<file path="src/rtl/det_session_arbiter_if.sv">
// ---------------------------------------------------------------------------
// det_session_arbiter_if
//   Bundles the requester-side and detector-side signals of the shared
//   pattern-detector session arbiter.
//
//   REQ     [N]      per-requester session request (level)
//   BIT_IN  [N]      per-requester serial data bit
//   GNT     [N]      one-hot grant to the current session owner
//   DET_RST          registered clear to the shared detector
//   DET_IN           serial bit routed to the detector
//   DET_OUT          detector output (registered inside the detector)
//   HIT_CNT [CNT_W]  hit count of the last completed session
//   DONE             one-cycle session-complete pulse
//   DONE_ID [ID_W]   index of the requester whose session completed
//
//   slave  : arbiter side      master : requester/detector side
// ---------------------------------------------------------------------------
interface det_session_arbiter_if #(
    parameter int N           = 4,
    parameter int SESSION_LEN = 8,
    parameter int ID_W        = $clog2(N),
    parameter int CNT_W       = $clog2(SESSION_LEN + 1)
);
    logic [N-1:0]     REQ;
    logic [N-1:0]     BIT_IN;
    logic [N-1:0]     GNT;
    logic             DET_RST;
    logic             DET_IN;
    logic             DET_OUT;
    logic [CNT_W-1:0] HIT_CNT;
    logic             DONE;
    logic [ID_W-1:0]  DONE_ID;

    modport slave (
        input  REQ, BIT_IN, DET_OUT,
        output GNT, DET_RST, DET_IN, HIT_CNT, DONE, DONE_ID
    );

    modport master (
        output REQ, BIT_IN, DET_OUT,
        input  GNT, DET_RST, DET_IN, HIT_CNT, DONE, DONE_ID
    );
endinterface

</file>
<file path="src/rtl/det_session_arbiter.sv">
// ---------------------------------------------------------------------------
// det_session_arbiter
//   Time-shares one serial pattern detector between N requesters. A
//   round-robin arbiter picks an owner in IDLE, the detector is cleared for
//   one cycle, SESSION_LEN bits of the owner's BIT_IN are streamed into it,
//   and the number of cycles the detector reported a hit is published with
//   a one-cycle DONE pulse and the owner's index.
//
//   CLK   clock, rising edge
//   RST   asynchronous, active-high reset
//   bus   det_session_arbiter_if.slave (REQ, BIT_IN, DET_OUT in;
//         GNT, DET_RST, DET_IN, HIT_CNT, DONE, DONE_ID out)
// ---------------------------------------------------------------------------
module det_session_arbiter #(
    parameter int N           = 4,
    parameter int SESSION_LEN = 8,
    parameter int ID_W        = $clog2(N),
    parameter int CNT_W       = $clog2(SESSION_LEN + 1)
) (
    input  logic                   CLK,
    input  logic                   RST,
    det_session_arbiter_if.slave   bus
);
    localparam int IDX_W = $clog2(SESSION_LEN);
    localparam logic [ID_W:0]    NL       = (ID_W + 1)'(N);
    localparam logic [IDX_W-1:0] LAST_IDX = IDX_W'(SESSION_LEN - 1);
    localparam logic [ID_W-1:0]  LAST_ID  = ID_W'(N - 1);

    typedef enum logic [2:0] {
        S_IDLE, S_CLEAR, S_RUN, S_FLUSH, S_REPORT
    } state_t;

    state_t           r_state, w_state_nxt;
    logic [ID_W-1:0]  r_owner, r_ptr, r_done_id;
    logic [IDX_W-1:0] r_idx;
    logic [CNT_W-1:0] r_cnt, r_hit_cnt;
    logic             r_det_rst, r_done;

    logic [2*N-1:0]   w_req2;
    logic [N-1:0]     w_rot;
    logic [ID_W-1:0]  w_off, w_pick;
    logic [ID_W:0]    w_sum;
    logic [N-1:0]     w_gnt;
    logic             w_det_in;

    // Round robin: rotate REQ so the pointer lands on bit 0, take the lowest
    // set bit, then rotate the offset back into a requester index.
    assign w_req2 = {bus.REQ, bus.REQ} >> r_ptr;
    assign w_rot  = w_req2[N-1:0];

    always_comb begin
        w_off = '0;
        for (int j = N - 1; j >= 0; j--) begin
            if (w_rot[j]) w_off = ID_W'(j);
        end
    end

    assign w_sum  = {1'b0, r_ptr} + {1'b0, w_off};
    assign w_pick = (w_sum >= NL) ? ID_W'(w_sum - NL) : w_sum[ID_W-1:0];

    // Next state and combinational outputs
    always_comb begin
        w_state_nxt = r_state;
        w_gnt       = '0;
        w_det_in    = 1'b0;
        case (r_state)
            S_IDLE: begin
                if (|bus.REQ) w_state_nxt = S_CLEAR;
            end
            S_CLEAR: begin
                w_gnt[r_owner] = 1'b1;
                w_state_nxt    = S_RUN;
            end
            S_RUN: begin
                w_gnt[r_owner] = 1'b1;
                w_det_in       = bus.BIT_IN[r_owner];
                if (r_idx == LAST_IDX) w_state_nxt = S_FLUSH;
            end
            S_FLUSH:  w_state_nxt = S_REPORT;
            S_REPORT: w_state_nxt = S_IDLE;
            default:  w_state_nxt = S_IDLE;
        endcase
    end

    always_ff @(posedge CLK or posedge RST) begin
        if (RST) begin
            r_state   <= S_IDLE;
            r_owner   <= '0;
            r_ptr     <= '0;
            r_idx     <= '0;
            r_cnt     <= '0;
            r_hit_cnt <= '0;
            r_done    <= 1'b0;
            r_done_id <= '0;
            r_det_rst <= 1'b1;
        end else begin
            r_state   <= w_state_nxt;
            // Registered so the detector clear is glitch-free and lines up
            // exactly with the CLEAR cycle.
            r_det_rst <= (w_state_nxt == S_CLEAR);
            r_done    <= (w_state_nxt == S_REPORT);
            case (r_state)
                S_IDLE: begin
                    if (|bus.REQ) r_owner <= w_pick;
                end
                S_CLEAR: begin
                    r_cnt <= '0;
                    r_idx <= '0;
                end
                S_RUN: begin
                    r_idx <= r_idx + 1'b1;
                    // DET_OUT in RUN cycle 0 still reflects the cleared
                    // detector, so sampling starts one cycle in.
                    if (r_idx != '0) r_cnt <= r_cnt + CNT_W'(bus.DET_OUT);
                end
                S_FLUSH: begin
                    // Last sample (response to the final bit) folded in while
                    // loading the result so it is visible alongside DONE.
                    r_hit_cnt <= r_cnt + CNT_W'(bus.DET_OUT);
                    r_done_id <= r_owner;
                end
                S_REPORT: begin
                    r_ptr <= (r_owner == LAST_ID) ? '0 : r_owner + 1'b1;
                end
                default: ;
            endcase
        end
    end

    assign bus.GNT     = w_gnt;
    assign bus.DET_RST = r_det_rst;
    assign bus.DET_IN  = w_det_in;
    assign bus.HIT_CNT = r_hit_cnt;
    assign bus.DONE    = r_done;
    assign bus.DONE_ID = r_done_id;
endmodule

</file>
<file path="src/flat_wrapper.sv">
// flat-port wrapper written by rule: the top's interface ports become plain ports
module det_session_arbiter_flat 
#(
    parameter int N           = 4,
    parameter int SESSION_LEN = 8,
    parameter int ID_W        = $clog2(N),
    parameter int CNT_W       = $clog2(SESSION_LEN + 1)
)
  (CLK, RST, bus_REQ, bus_BIT_IN, bus_DET_OUT, bus_GNT, bus_DET_RST, bus_DET_IN, bus_HIT_CNT, bus_DONE, bus_DONE_ID);
  det_session_arbiter_if #(.N(N), .SESSION_LEN(SESSION_LEN), .ID_W(ID_W), .CNT_W(CNT_W)) bus_i ();
  input  logic CLK;
  input  logic RST;
  input wire logic [$bits(bus_i.REQ)-1:0] bus_REQ;
  input wire logic [$bits(bus_i.BIT_IN)-1:0] bus_BIT_IN;
  input wire logic [$bits(bus_i.DET_OUT)-1:0] bus_DET_OUT;
  output wire logic [$bits(bus_i.GNT)-1:0] bus_GNT;
  output wire logic [$bits(bus_i.DET_RST)-1:0] bus_DET_RST;
  output wire logic [$bits(bus_i.DET_IN)-1:0] bus_DET_IN;
  output wire logic [$bits(bus_i.HIT_CNT)-1:0] bus_HIT_CNT;
  output wire logic [$bits(bus_i.DONE)-1:0] bus_DONE;
  output wire logic [$bits(bus_i.DONE_ID)-1:0] bus_DONE_ID;
  assign bus_i.REQ = bus_REQ;
  assign bus_i.BIT_IN = bus_BIT_IN;
  assign bus_i.DET_OUT = bus_DET_OUT;
  assign bus_GNT = bus_i.GNT;
  assign bus_DET_RST = bus_i.DET_RST;
  assign bus_DET_IN = bus_i.DET_IN;
  assign bus_HIT_CNT = bus_i.HIT_CNT;
  assign bus_DONE = bus_i.DONE;
  assign bus_DONE_ID = bus_i.DONE_ID;
  det_session_arbiter #(.N(N), .SESSION_LEN(SESSION_LEN), .ID_W(ID_W), .CNT_W(CNT_W)) u_core (.CLK(CLK), .RST(RST), .bus(bus_i));
endmodule
</file>
<file path="config.mk">
export PLATFORM = sky130hd
export DESIGN_NAME = det_session_arbiter_flat
export DESIGN_NICKNAME = d
export VERILOG_FILES = /design/src/rtl/det_session_arbiter_if.sv /design/src/rtl/det_session_arbiter.sv /design/src/flat_wrapper.sv
export SDC_FILE = /design/constraint.sdc
export NUM_CORES = 1
export LEC_CHECK = 0
export BUFFER_PORTS_ARGS = -buffer_cell sky130_fd_sc_hd__buf_2
export CORE_MARGIN = 4
export CORE_UTILIZATION = 35
export DETAILED_ROUTE_END_ITERATION = 10
export SLEW_MARGIN = 20
export SYNTH_ARGS = -nofsm -noshare
export SYNTH_HDL_FRONTEND = slang
export SYNTH_SLANG_ARGS = --single-unit
</file>
<file path="constraint.sdc">
create_clock -name CLK -period 2.1 [get_ports CLK]
set_clock_uncertainty 0.2 [all_clocks]
set_input_delay 0.21 -clock CLK [delete_from_list [all_inputs] [get_ports CLK]]
set_output_delay 0.21 -clock CLK [all_outputs]
set_load 0.02 [all_outputs]
</file>
==> metrics.md, run 1 <==
| Metric | Value |
|---|---|
| Clock-pin slew on the worst setup and hold paths | `roughly 130 ps` |
| Global placer's final weighted congestion | `0.771` |
| Critical path depth in cells | `3` |
| Remaining global-route overflow | `0` |
| Number of distinct library cells after synthesis | `41` |
| Most common cell after layout, fill and taps aside | `buf_2` |
| Worst-case hold slack | `approximately 100 ps` |
| Sequential area share after synthesis | `0.435` |
| Detail-routed net length per standard cell | `roughly 13 µm` |
| Cell count of the worst reg-to-reg path | `7` |
| Run status | `finished, final reports clean` |
| Detailed-route vias per instance | `about 5` |
| Crit share post-route | `0.953` |
| All-layer global routing usage | `0.126` |
| Reg-to-reg setup timing slack | `110 ps` |
| Clock root cell | `clkbuf_4` |
| Number of cells produced by synthesis | `133` |
| Area occupied by multi-input gates | `around 670 µm²` |
| Total clock buffers created by CTS | `3` |
| Number of enable flip-flop cells after synthesis | `0` |
| Synthesized Nets | `154` |
| Start point of the critical path | `u_core.r_owner[0]$_DFFE_PP0P_` |
| Register bit count reported by yosys | `22` |
| Critical path data arrival time | `about 1600 ps` |
| Final number of max-transition violations | `0` |
| Antenna violations before repair | `0` |
| Final count of negative-setup-slack endpoints | `0` |
| Layout Nets | `181` |
| Via count | `1028` |
| Total wire length after detailed routing | `approximately 2700 µm` |
| Warnings from Yosys | `0` |
| Async set or reset register ratio after synthesis | `1.00` |
| Cell area after placement | `about 1400 µm²` |
| Slew at the pin closest to its max-slew limit | `approximately 470 ps` |
| Combined area of all synthesized cells | `between 1000 and 1500 µm²` |
| Number of rows in the core area | `21` |
| Number of primary I/O pins | `24` |
| GR Util met2 | `0.205` |
| Wire length of the first global-routing pass | `between 4000 and 5000 µm` |
| Cell chain of the critical path | `mux4_2 -> and3_1 -> buf_2` |
| CTS H-tree depth | `1` |
| Capturing point of the worst reg2reg path | `u_core.r_owner[1]$_DFFE_PP0P_` |
| Half-perimeter wire length of the detailed placement result | `a little over 2000 µm` |
| GR Layer Usage met3 | `0.0246` |
| Peak VDD IR | `0.518 mV` |
| Slowest CP cell | `mux4_2` |
| Effective utilization at floorplan | `0.371` |
| Overall die height | `between 60 and 70 µm` |
| Synth Flop Type | `dfrtp_1` |
| # DRC | `0` |
| Antenna-violating nets left | `0` |
| Largest net degree at the start of global routing | `23` |
| Total power density per cell area | `around 1400 nW/µm²` |
| Maximum single-stage delay on the critical path | `500 ps` |
| Share of post-route cells with drive strength above 1 | `0.245` |
| Power Total | `approximately 0.0021 W` |
| CP top delay family | `multiplexers` |
| Die area | `between 4000 and 5000 µm²` |
| Worst Setup Path Type | `reg2out` |
| Core region area | `about 3400 µm²` |
| Startpoint of the lowest-slack register-to-register path | `u_core.r_ptr[0]$_DFFE_PP0N_` |
| IO buf count | `23` |
| Fmax | `between 400 and 500 MHz` |
| Maximum net fanout on the critical path | `5` |
| Leakage dissipation | `0.763 nW` |
| Highest-utilization routing layer at the global route stage | `met2` |
| Setup TNS after final layout | `0 ps` |
| Maximum capacitance violations | `0` |
| Area overhead of the layout relative to synthesis | `18.8%` |
| Required time of the critical path | `~1700 ps` |
| Post-route design area | `1510 µm²` |
| CTS max path bufs | `2` |
| Final count of hold timing violations | `0` |
| Count of filler cells inserted in the layout | `351` |
| Detailed Routing Iterations Pass 1 | `6` |
| Setup repair bufs after CTS | `0` |
| CP startpoint kind | `register` |
| Max transition margin | `0.682` |
| Horiz. Die Dim | `68.2 µm` |
| Setup repair after global routing missed its margin | `no` |
| Number of global-route vias before repair | `1021` |
| Clock net sink count | `22` |
| Source-to-sink clock delay at the later pin of the worst-skew pair | `roughly 310 ps` |
| TritonCTS clock tree | `yes` |
| Min cycle time layout | `between 2000 and 2500 ps` |
| Commonest cells after routing, fill and taps aside | `buf_2 (23), nand2_1 (20), dfrtp_1 (19)` |
| Worst setup path endpoint | `bus_DET_IN` |
| Buffers & Inverters on Critical Path | `1` |
| First-iteration detailed-routing DRC count | `30` |
| Critical path capture point type | `output port` |
| Worst min path class | `in2reg` |
| Synthesized area per cell | `9.54 µm²` |
| Met1 GRT Util | `0.164` |
| Antenna Diode Count | `0` |
| Area taken by flip-flops and latches | `about 550 µm²` |
routing by layer:
layer  vias up  share of wire
met5         -              0
met4         0         0.0094
met3         4          0.042
met2        21           0.50
met1       490           0.45
li1        513              -
how the worst min path moves through the flow:
stage,from,endpoint,cells past startpoint,slack [ps]
after floorplan,RST,u_core.bus.DONE$_DFF_PP0_,1,-2
after global routing,bus_DET_OUT,u_core.bus.HIT_CNT[0]$_DFFE_PP0N_,4,100
final,bus_DET_OUT,u_core.bus.HIT_CNT[0]$_DFFE_PP0N_,4,100
after detailed placement,RST,u_core.bus.HIT_CNT[0]$_DFFE_PP0N_,3,60
after CTS,bus_DET_OUT,u_core.bus.HIT_CNT[0]$_DFFE_PP0N_,4,90
after global placement,RST,u_core.bus.DONE$_DFF_PP0_,3,60
flip-flops by register name, indices dropped and copies added (netlist names):
register	count
u_core.r_ptr	2
u_core.bus.DET_RST	1
u_core.r_owner	2
u_core.r_cnt	4
u_core.r_state	3
u_core.r_idx	3
u_core.bus.HIT_CNT	4
u_core.bus.DONE_ID	2
u_core.bus.DONE	1
cells in the mapped netlist (2+ instances only):
library cell  count  area (µm²)
a21oi_1           2        10.0
a22o_1            3        26.3
a22oi_1           2        15.0
and2_1            4        25.0
dfrtp_1          21         526
ha_1             10         125
inv_1            11        41.3
mux2_2            2        22.5
mux2i_1           2        20.0
nand2_1          20        75.1
nand2b_1          3        18.8
nand3_1           2        10.0
nor2_1            8        30.0
nor2b_1           2        12.5
nor3_1            2        10.0
o211ai_1          2        15.0
o21ai_0          12        60.1
xor2_1            2        17.5
power breakdown:
group / switching, W / internal, W
Sequential: 0.000184 / 0.000594
Clock: 0.000128 / 0.000193
Combinational: 0.000565 / 0.000400
metrics by stage:
stage	std cells	utilization	setup slack [ps]
final	205	0.441	98.7
after detailed placement	200	0.418	114
after floorplan	133	-	249
after CTS	205	0.437	21.3
after global routing	205	0.441	21.8
after global placement	200	0.418	227
layout make-up:
class	instances	area share
flip-flops and latches	22	0.368
clock inverters	1	0.0199
inverters	11	0.0274
well taps	46	0.0382
repair buffers	25	0.0880
clock buffers	3	0.0149
multi-input cells	97	0.444
tightest hold or removal path: cells and delay by family:
kind / cells / cell delay (ps)
buffers and inverters: 1 / 90
and+or+nand+nor: 2 / 120
adders and majority gates: 1 / 170
logic make-up (layout without fill, tap and decap cells):
| family | after synthesis | after routing | synth area share |
|---|---|---|---|
| AOI/OAI and AO/OA | 27 | 27 | 0.137 |
| xor gates and xnor gates | 3 | 3 | 0.0207 |
| adders and majority gates | 10 | 10 | 0.0986 |
| buffers and inverters | 14 | 40 | 0.0483 |
| DFF | 22 | 22 | 0.435 |
| muxes | 5 | 5 | 0.0513 |
| and+or+nand+nor | 52 | 52 | 0.209 |
repair_timing:
item,CTS,global route
hold buffers,1,0
endpoints found under the hold margin,22,0
gates resized for setup,0,5
setup endpoints to repair,0,6
No activity file was read; power rests on OpenSTA's default activity.
==> inputs of run 2 (changes only) <==
- CAP_MARGIN: not set -> 20
- CORE_UTILIZATION: 35 -> 54
- PLACE_DENSITY: not set -> 0.78
==> metrics.md, run 2 (synthesized netlist as in run 1, its figures left out) <==
| Metric | Value |
|---|---|
| Critical path data arrival time | `1590 ps` |
| Max transition margin | `0.687` |
| Maximum single-stage delay on the critical path | `about 500 ps` |
| Fmax | `about 500 MHz` |
| Buffers & Inverters on Critical Path | `1` |
| Setup TNS after final layout | `0 ps` |
| Total clock buffers created by CTS | `3` |
| Total power density per cell area | `1330 nW/µm²` |
| Effective utilization at floorplan | `0.568` |
| Most common cell after layout, fill and taps aside | `buf_2` |
| Min cycle time layout | `roughly 2000 ps` |
| Critical path capture point type | `output port` |
| Cell area after placement | `1410 µm²` |
| IO buf count | `23` |
| Crit share post-route | `0.952` |
| Layout Nets | `~180` |
| # DRC | `0` |
| Die area | `3190 µm²` |
| Worst Setup Path Type | `reg2out` |
| Number of global-route vias before repair | `1002` |
| Peak VDD IR | `a little over 1 mV` |
| Horiz. Die Dim | `about 56 µm` |
| Commonest cells after routing, fill and taps aside | `buf_2 (23), nand2_1 (20), dfrtp_1 (19)` |
| CTS max path bufs | `2` |
| Wire length of the first global-routing pass | `around 4500 µm` |
| Worst min path class | `in2reg` |
| Final count of negative-setup-slack endpoints | `0` |
| Overall die height | `about 56 µm` |
| Final count of hold timing violations | `0` |
| Maximum net fanout on the critical path | `5` |
| Area overhead of the layout relative to synthesis | `15.6%` |
| Largest net degree at the start of global routing | `23` |
| Global placer's final weighted congestion | `around 0.8` |
| Clock-pin slew on the worst setup and hold paths | `around 120 ps` |
| Detail-routed net length per standard cell | `between 10 and 15 µm` |
| Cell chain of the critical path | `mux4_2 -> and3_1 -> buf_2` |
| Detailed Routing Iterations Pass 1 | `4` |
| Slew at the pin closest to its max-slew limit | `465 ps` |
| Core region area | `2230 µm²` |
| Setup repair after global routing missed its margin | `no` |
| Final number of max-transition violations | `0` |
| Setup slack after placement | `76.2 ps` |
| Post-route design area | `between 1000 and 1500 µm²` |
| TritonCTS clock tree | `yes` |
| First-iteration detailed-routing DRC count | `22` |
| Run status | `finished, final reports clean` |
| Remaining global-route overflow | `0` |
| Clock root cell | `clkbuf_4` |
| Required time of the critical path | `around 1700 ps` |
| Power Total | `~0.0020 W` |
| Total wire length after detailed routing | `about 2500 µm` |
| Setup repair bufs after CTS | `0` |
| Number of primary I/O pins | `24` |
| Half-perimeter wire length of the detailed placement result | `between 1500 and 2000 µm` |
| CP top delay family | `multiplexers` |
| CTS H-tree depth | `1` |
| Setup WS post-layout | `~100 ps` |
| Count of filler cells inserted in the layout | `roughly 190` |
| Antenna-violating nets left | `0` |
| Share of post-route cells with drive strength above 1 | `0.245` |
| All-layer global routing usage | `0.177` |
| Leakage dissipation | `~0.76 nW` |
| Detailed-route vias per instance | `between 5 and 6` |
| Clock net sink count | `22` |
| Reg-to-reg setup timing slack | `roughly 120 ps` |
| Maximum capacitance violations | `0` |
| Antenna violations before repair | `0` |
| Source-to-sink clock delay at the later pin of the worst-skew pair | `~300 ps` |
| Via count | `around 1000` |
| Slowest CP cell | `mux4_2` |
| Antenna Diode Count | `0` |
| CP startpoint kind | `register` |
| Number of rows in the core area | `17` |
## run 2: worst paths after layout
path	from	end	depth (start not counted)
min	bus_DET_OUT	u_core.bus.HIT_CNT[0]$_DFFE_PP0N_	4
max in group asynchronous	RST	u_core.bus.DET_RST$_DFF_PP1_	4
max	u_core.r_owner[0]$_DFFE_PP0P_	bus_DET_IN	3
min reg2reg	u_core.bus.HIT_CNT[1]$_DFFE_PP0N_	u_core.bus.HIT_CNT[1]$_DFFE_PP0N_	2
max reg2reg	u_core.r_ptr[0]$_DFFE_PP0N_	u_core.r_owner[1]$_DFFE_PP0P_	8
min in group asynchronous	RST	u_core.bus.HIT_CNT[0]$_DFFE_PP0N_	4
## run 2: metal layers
metal  part of all wire  up-vias  global-route usage
li1                   -      516                   -
met4             0.0093        0              0.0407
met2               0.46       21               0.274
met3              0.041        2              0.0437
met1               0.49      491               0.249
met5                  0        -                   0
## run 2: power by group
| group | total (W) | internal (W) | switching (W) |
|---|---|---|---|
| Combinational | 0.000941 | 0.000393 | 0.000548 |
| Clock | 0.000229 | 0.000106 | 0.000123 |
| Sequential | 0.000781 | 0.000594 | 0.000187 |
| Total | 0.00195 | 0.00109 | 0.000858 |
## run 2: area by class of cell
class                   instances  area (µm²)  share of cell area
flip-flops and latches         22         554               0.378
repair buffers                 25         133              0.0904
clock buffers                   4        36.3              0.0247
well taps                      28        35.0              0.0239
inverters                      11        41.3              0.0282
multi-input cells              97         667               0.455
## run 2: what timing repair did
action	4_1_cts	5_1_grt
hold buffers	1	0
setup endpoints to repair	0	6
gates resized for setup	0	6
hold endpoints to repair	22	0
## run 2: through the flow
step	util	hold WS, ps	instances
after detailed placement	0.630	53.5	182
after CTS	0.650	45.6	187
after floorplan	-	-1.52	133
final	0.657	55.1	187
after global placement	0.630	51.5	182
after global routing	0.657	77.3	187
## run 2: worst register-to-register path, delay by kind of cell (launching register included)
family / cells / cell delay (ps)
xor+xnor: 1 / 150
fa+ha+maj: 1 / 210
compound gates: 5 / 720
flops: 1 / 500
simple gates: 1 / 140
==> inputs of run 3 (changes only) <==
- clock period: 2.1 -> 1.95 ns (I/O delays scaled with it)
==> metrics.md, run 3 (synthesized netlist as in run 1, its figures left out) <==
| Metric | Value |
|---|---|
| Run status | `finished, final reports clean` |
| Maximum capacitance violations | `0` |
| Source-to-sink clock delay at the later pin of the worst-skew pair | `310 ps` |
| Remaining global-route overflow | `0` |
| Worst min path class | `in2reg` |
| Die area | `approximately 3200 µm²` |
| Detailed-route vias per instance | `5.38` |
| Switch share | `0.410` |
| Cell area after placement | `approximately 1400 µm²` |
| Top layer in use | `met4` |
| Antenna violations before repair | `0` |
| Effective utilization at floorplan | `0.568` |
| Min cycle time layout | `1900 ps` |
| Commonest cells after routing, fill and taps aside | `buf_2 (21), nand2_1 (20), dfrtp_1 (18)` |
| Setup repair after global routing missed its margin | `yes` |
| Detailed Routing Iterations Pass 1 | `4` |
| Maximum single-stage delay on the critical path | `~500 ps` |
| Share of post-route cells with drive strength above 1 | `0.292` |
| Number of primary I/O pins | `24` |
| Final count of negative-setup-slack endpoints | `0` |
| Crit share post-route | `0.972` |
| Wire length of the first global-routing pass | `between 4000 and 5000 µm` |
| Count of filler cells inserted in the layout | `~180` |
| Horiz. Die Dim | `~56 µm` |
| Switching component of the power | `0.000946 W` |
| Slowest CP cell | `mux4_2` |
| Fmax | `~530 MHz` |
| Antenna-violating nets left | `0` |
| Total clock buffers created by CTS | `3` |
| Critical path capture point type | `output port` |
| Layout Nets | `about 180` |
| Most common cell after layout, fill and taps aside | `buf_2` |
| Routed length on met3 | `between 80 and 90 µm` |
| Post-Layout Cell Count | `around 190` |
| First-iteration detailed-routing DRC count | `6` |
| CTS max path bufs | `2` |
| Antenna Diode Count | `0` |
| Clock-pin slew on the worst setup and hold paths | `~120 ps` |
| Leakage dissipation | `0.780 nW` |
| Critical path data arrival time | `around 1500 ps` |
| Total power density per cell area | `between 1000 and 1500 nW/µm²` |
| Number of global-route vias before repair | `between 900 and 1000` |
| Cell chain of the critical path | `mux4_2 -> and3_4 -> buf_6` |
| TritonCTS clock tree | `yes` |
| Area overhead of the layout relative to synthesis | `21.4%` |
| IO buf count | `23` |
| Clock net sink count | `22` |
| Total wire length after detailed routing | `2390 µm` |
| Slew at the pin closest to its max-slew limit | `~520 ps` |
| Number of rows in the core area | `17` |
| Final count of hold timing violations | `0` |
| Dpl cells | `~180` |
| Amount of wire on met2 after detailed routing | `around 1100 µm` |
| CP startpoint kind | `register` |
| Post-route design area | `approximately 1500 µm²` |
| Worst Setup Path Type | `reg2out` |
| Maximum net fanout on the critical path | `2` |
| Global placer's final weighted congestion | `0.777` |
| Proportion of power drawn by combinational gates | `0.493` |
| Required time of the critical path | `1550 ps` |
| Sequential cell fraction of total power | `0.360` |
| Max transition margin | `0.648` |
| Peak VDD IR | `1.07 mV` |
| All-layer global routing usage | `0.167` |
| Largest net degree at the start of global routing | `23` |
| # DRC | `0` |
| Overall die height | `between 50 and 60 µm` |
| Share of power burned in the clock network | `0.147` |
| Half-perimeter wire length of the detailed placement result | `between 1500 and 2000 µm` |
| Int Pwr | `about 0.0014 W` |
| Final number of max-transition violations | `0` |
| Wire length on met1 | `1130 µm` |
| Detail-routed net length per standard cell | `about 13 µm` |
| Via count | `slightly above 1000` |
| Clock root cell | `clkbuf_4` |
| CTS H-tree depth | `1` |
| Core region area | `~2200 µm²` |
run 3: changes by cell type in the layout (fill, tap and decap cells not counted), sizes merged:
cell / previous run / this run
clkbuf: 4 / 3
buf: 24 / 26
bufinv: 0 / 1
run 3: repair_timing:
action	4_1_cts	5_1_grt
pin swaps	0	3
hold buffers	1	0
setup endpoints to repair	5	6
setup buffers	1	0
gates resized for setup	1	15
hold endpoints to repair	22	0
run 3: final cells by class:
type	instances	area [µm²]	area share
multi-input combinational	97	699	0.454
timing repair buffer	27	156	0.102
sequential	22	556	0.361
tap	28	35.0	0.0227
clock buffer	3	22.5	0.0146
inverter	11	41.3	0.0268
clock inverter	1	30.0	0.0195
run 3: power groups by stage:
| stage | registers [W] | logic (W) | clock network (W) |
|---|---|---|---|
| floorplan | 0.000851 | 0.000704 | 0 |
| global placement | 0.000807 | 0.000992 | 0 |
| detailed placement | 0.000819 | 0.00103 | 0 |
| CTS | 0.000803 | 0.00106 | 0.000353 |
| global route | 0.000861 | 0.00127 | 0.000370 |
| finish | 0.000829 | 0.00114 | 0.000340 |
run 3: layer usage:
layer	up-vias	global-route usage
li1	517	-
met1	478	0.231
met2	17	0.254
met3	5	0.0437
met4	0	0.0508
met5	-	0
run 3: through the flow:
| step | worst slack, ps | hold WS (ps) | util | TNS, ps | total power [W] |
|---|---|---|---|---|---|
| floorplan | 98.5 | -16.5 | - | 0 | 0.00155 |
| CTS | -9.91 | 26.5 | 0.666 | -9.91 | 0.00222 |
| detailed placement | 72.2 | 41.1 | 0.633 | 0 | 0.00185 |
| global placement | 161 | 35.1 | 0.633 | 0 | 0.00180 |
| global route | -26.6 | 55.0 | 0.690 | -26.6 | 0.00250 |
| finish | 54.9 | 34.5 | 0.690 | 0 | 0.00231 |
run 3: critical path, delay by kind of cell, from the launching register on:
family	cells	cell delay (ps)
buffers and inverters	1	120
DFF	1	380
muxes	1	500
and+or+nand+nor	1	190
run 3: worst paths after layout:
check                                                       start                                 to  slack (ps)  depth (start not counted)
worst max-delay path                u_core.r_owner[0]$_DFFE_PP0P_                         bus_DET_IN          50                          3
worst min-delay path                                  bus_DET_OUT  u_core.bus.HIT_CNT[0]$_DFFE_PP0N_          30                          4
worst max register to register        u_core.r_ptr[0]$_DFFE_PP0N_      u_core.r_owner[1]$_DFFE_PP0P_         110                          8
worst min register to register  u_core.bus.HIT_CNT[1]$_DFFE_PP0N_  u_core.bus.HIT_CNT[1]$_DFFE_PP0N_         290                          2
max in group asynchronous                                     RST       u_core.bus.DET_RST$_DFF_PP1_        1020                          4
min in group asynchronous                                     RST  u_core.bus.HIT_CNT[0]$_DFFE_PP0N_         250                          4
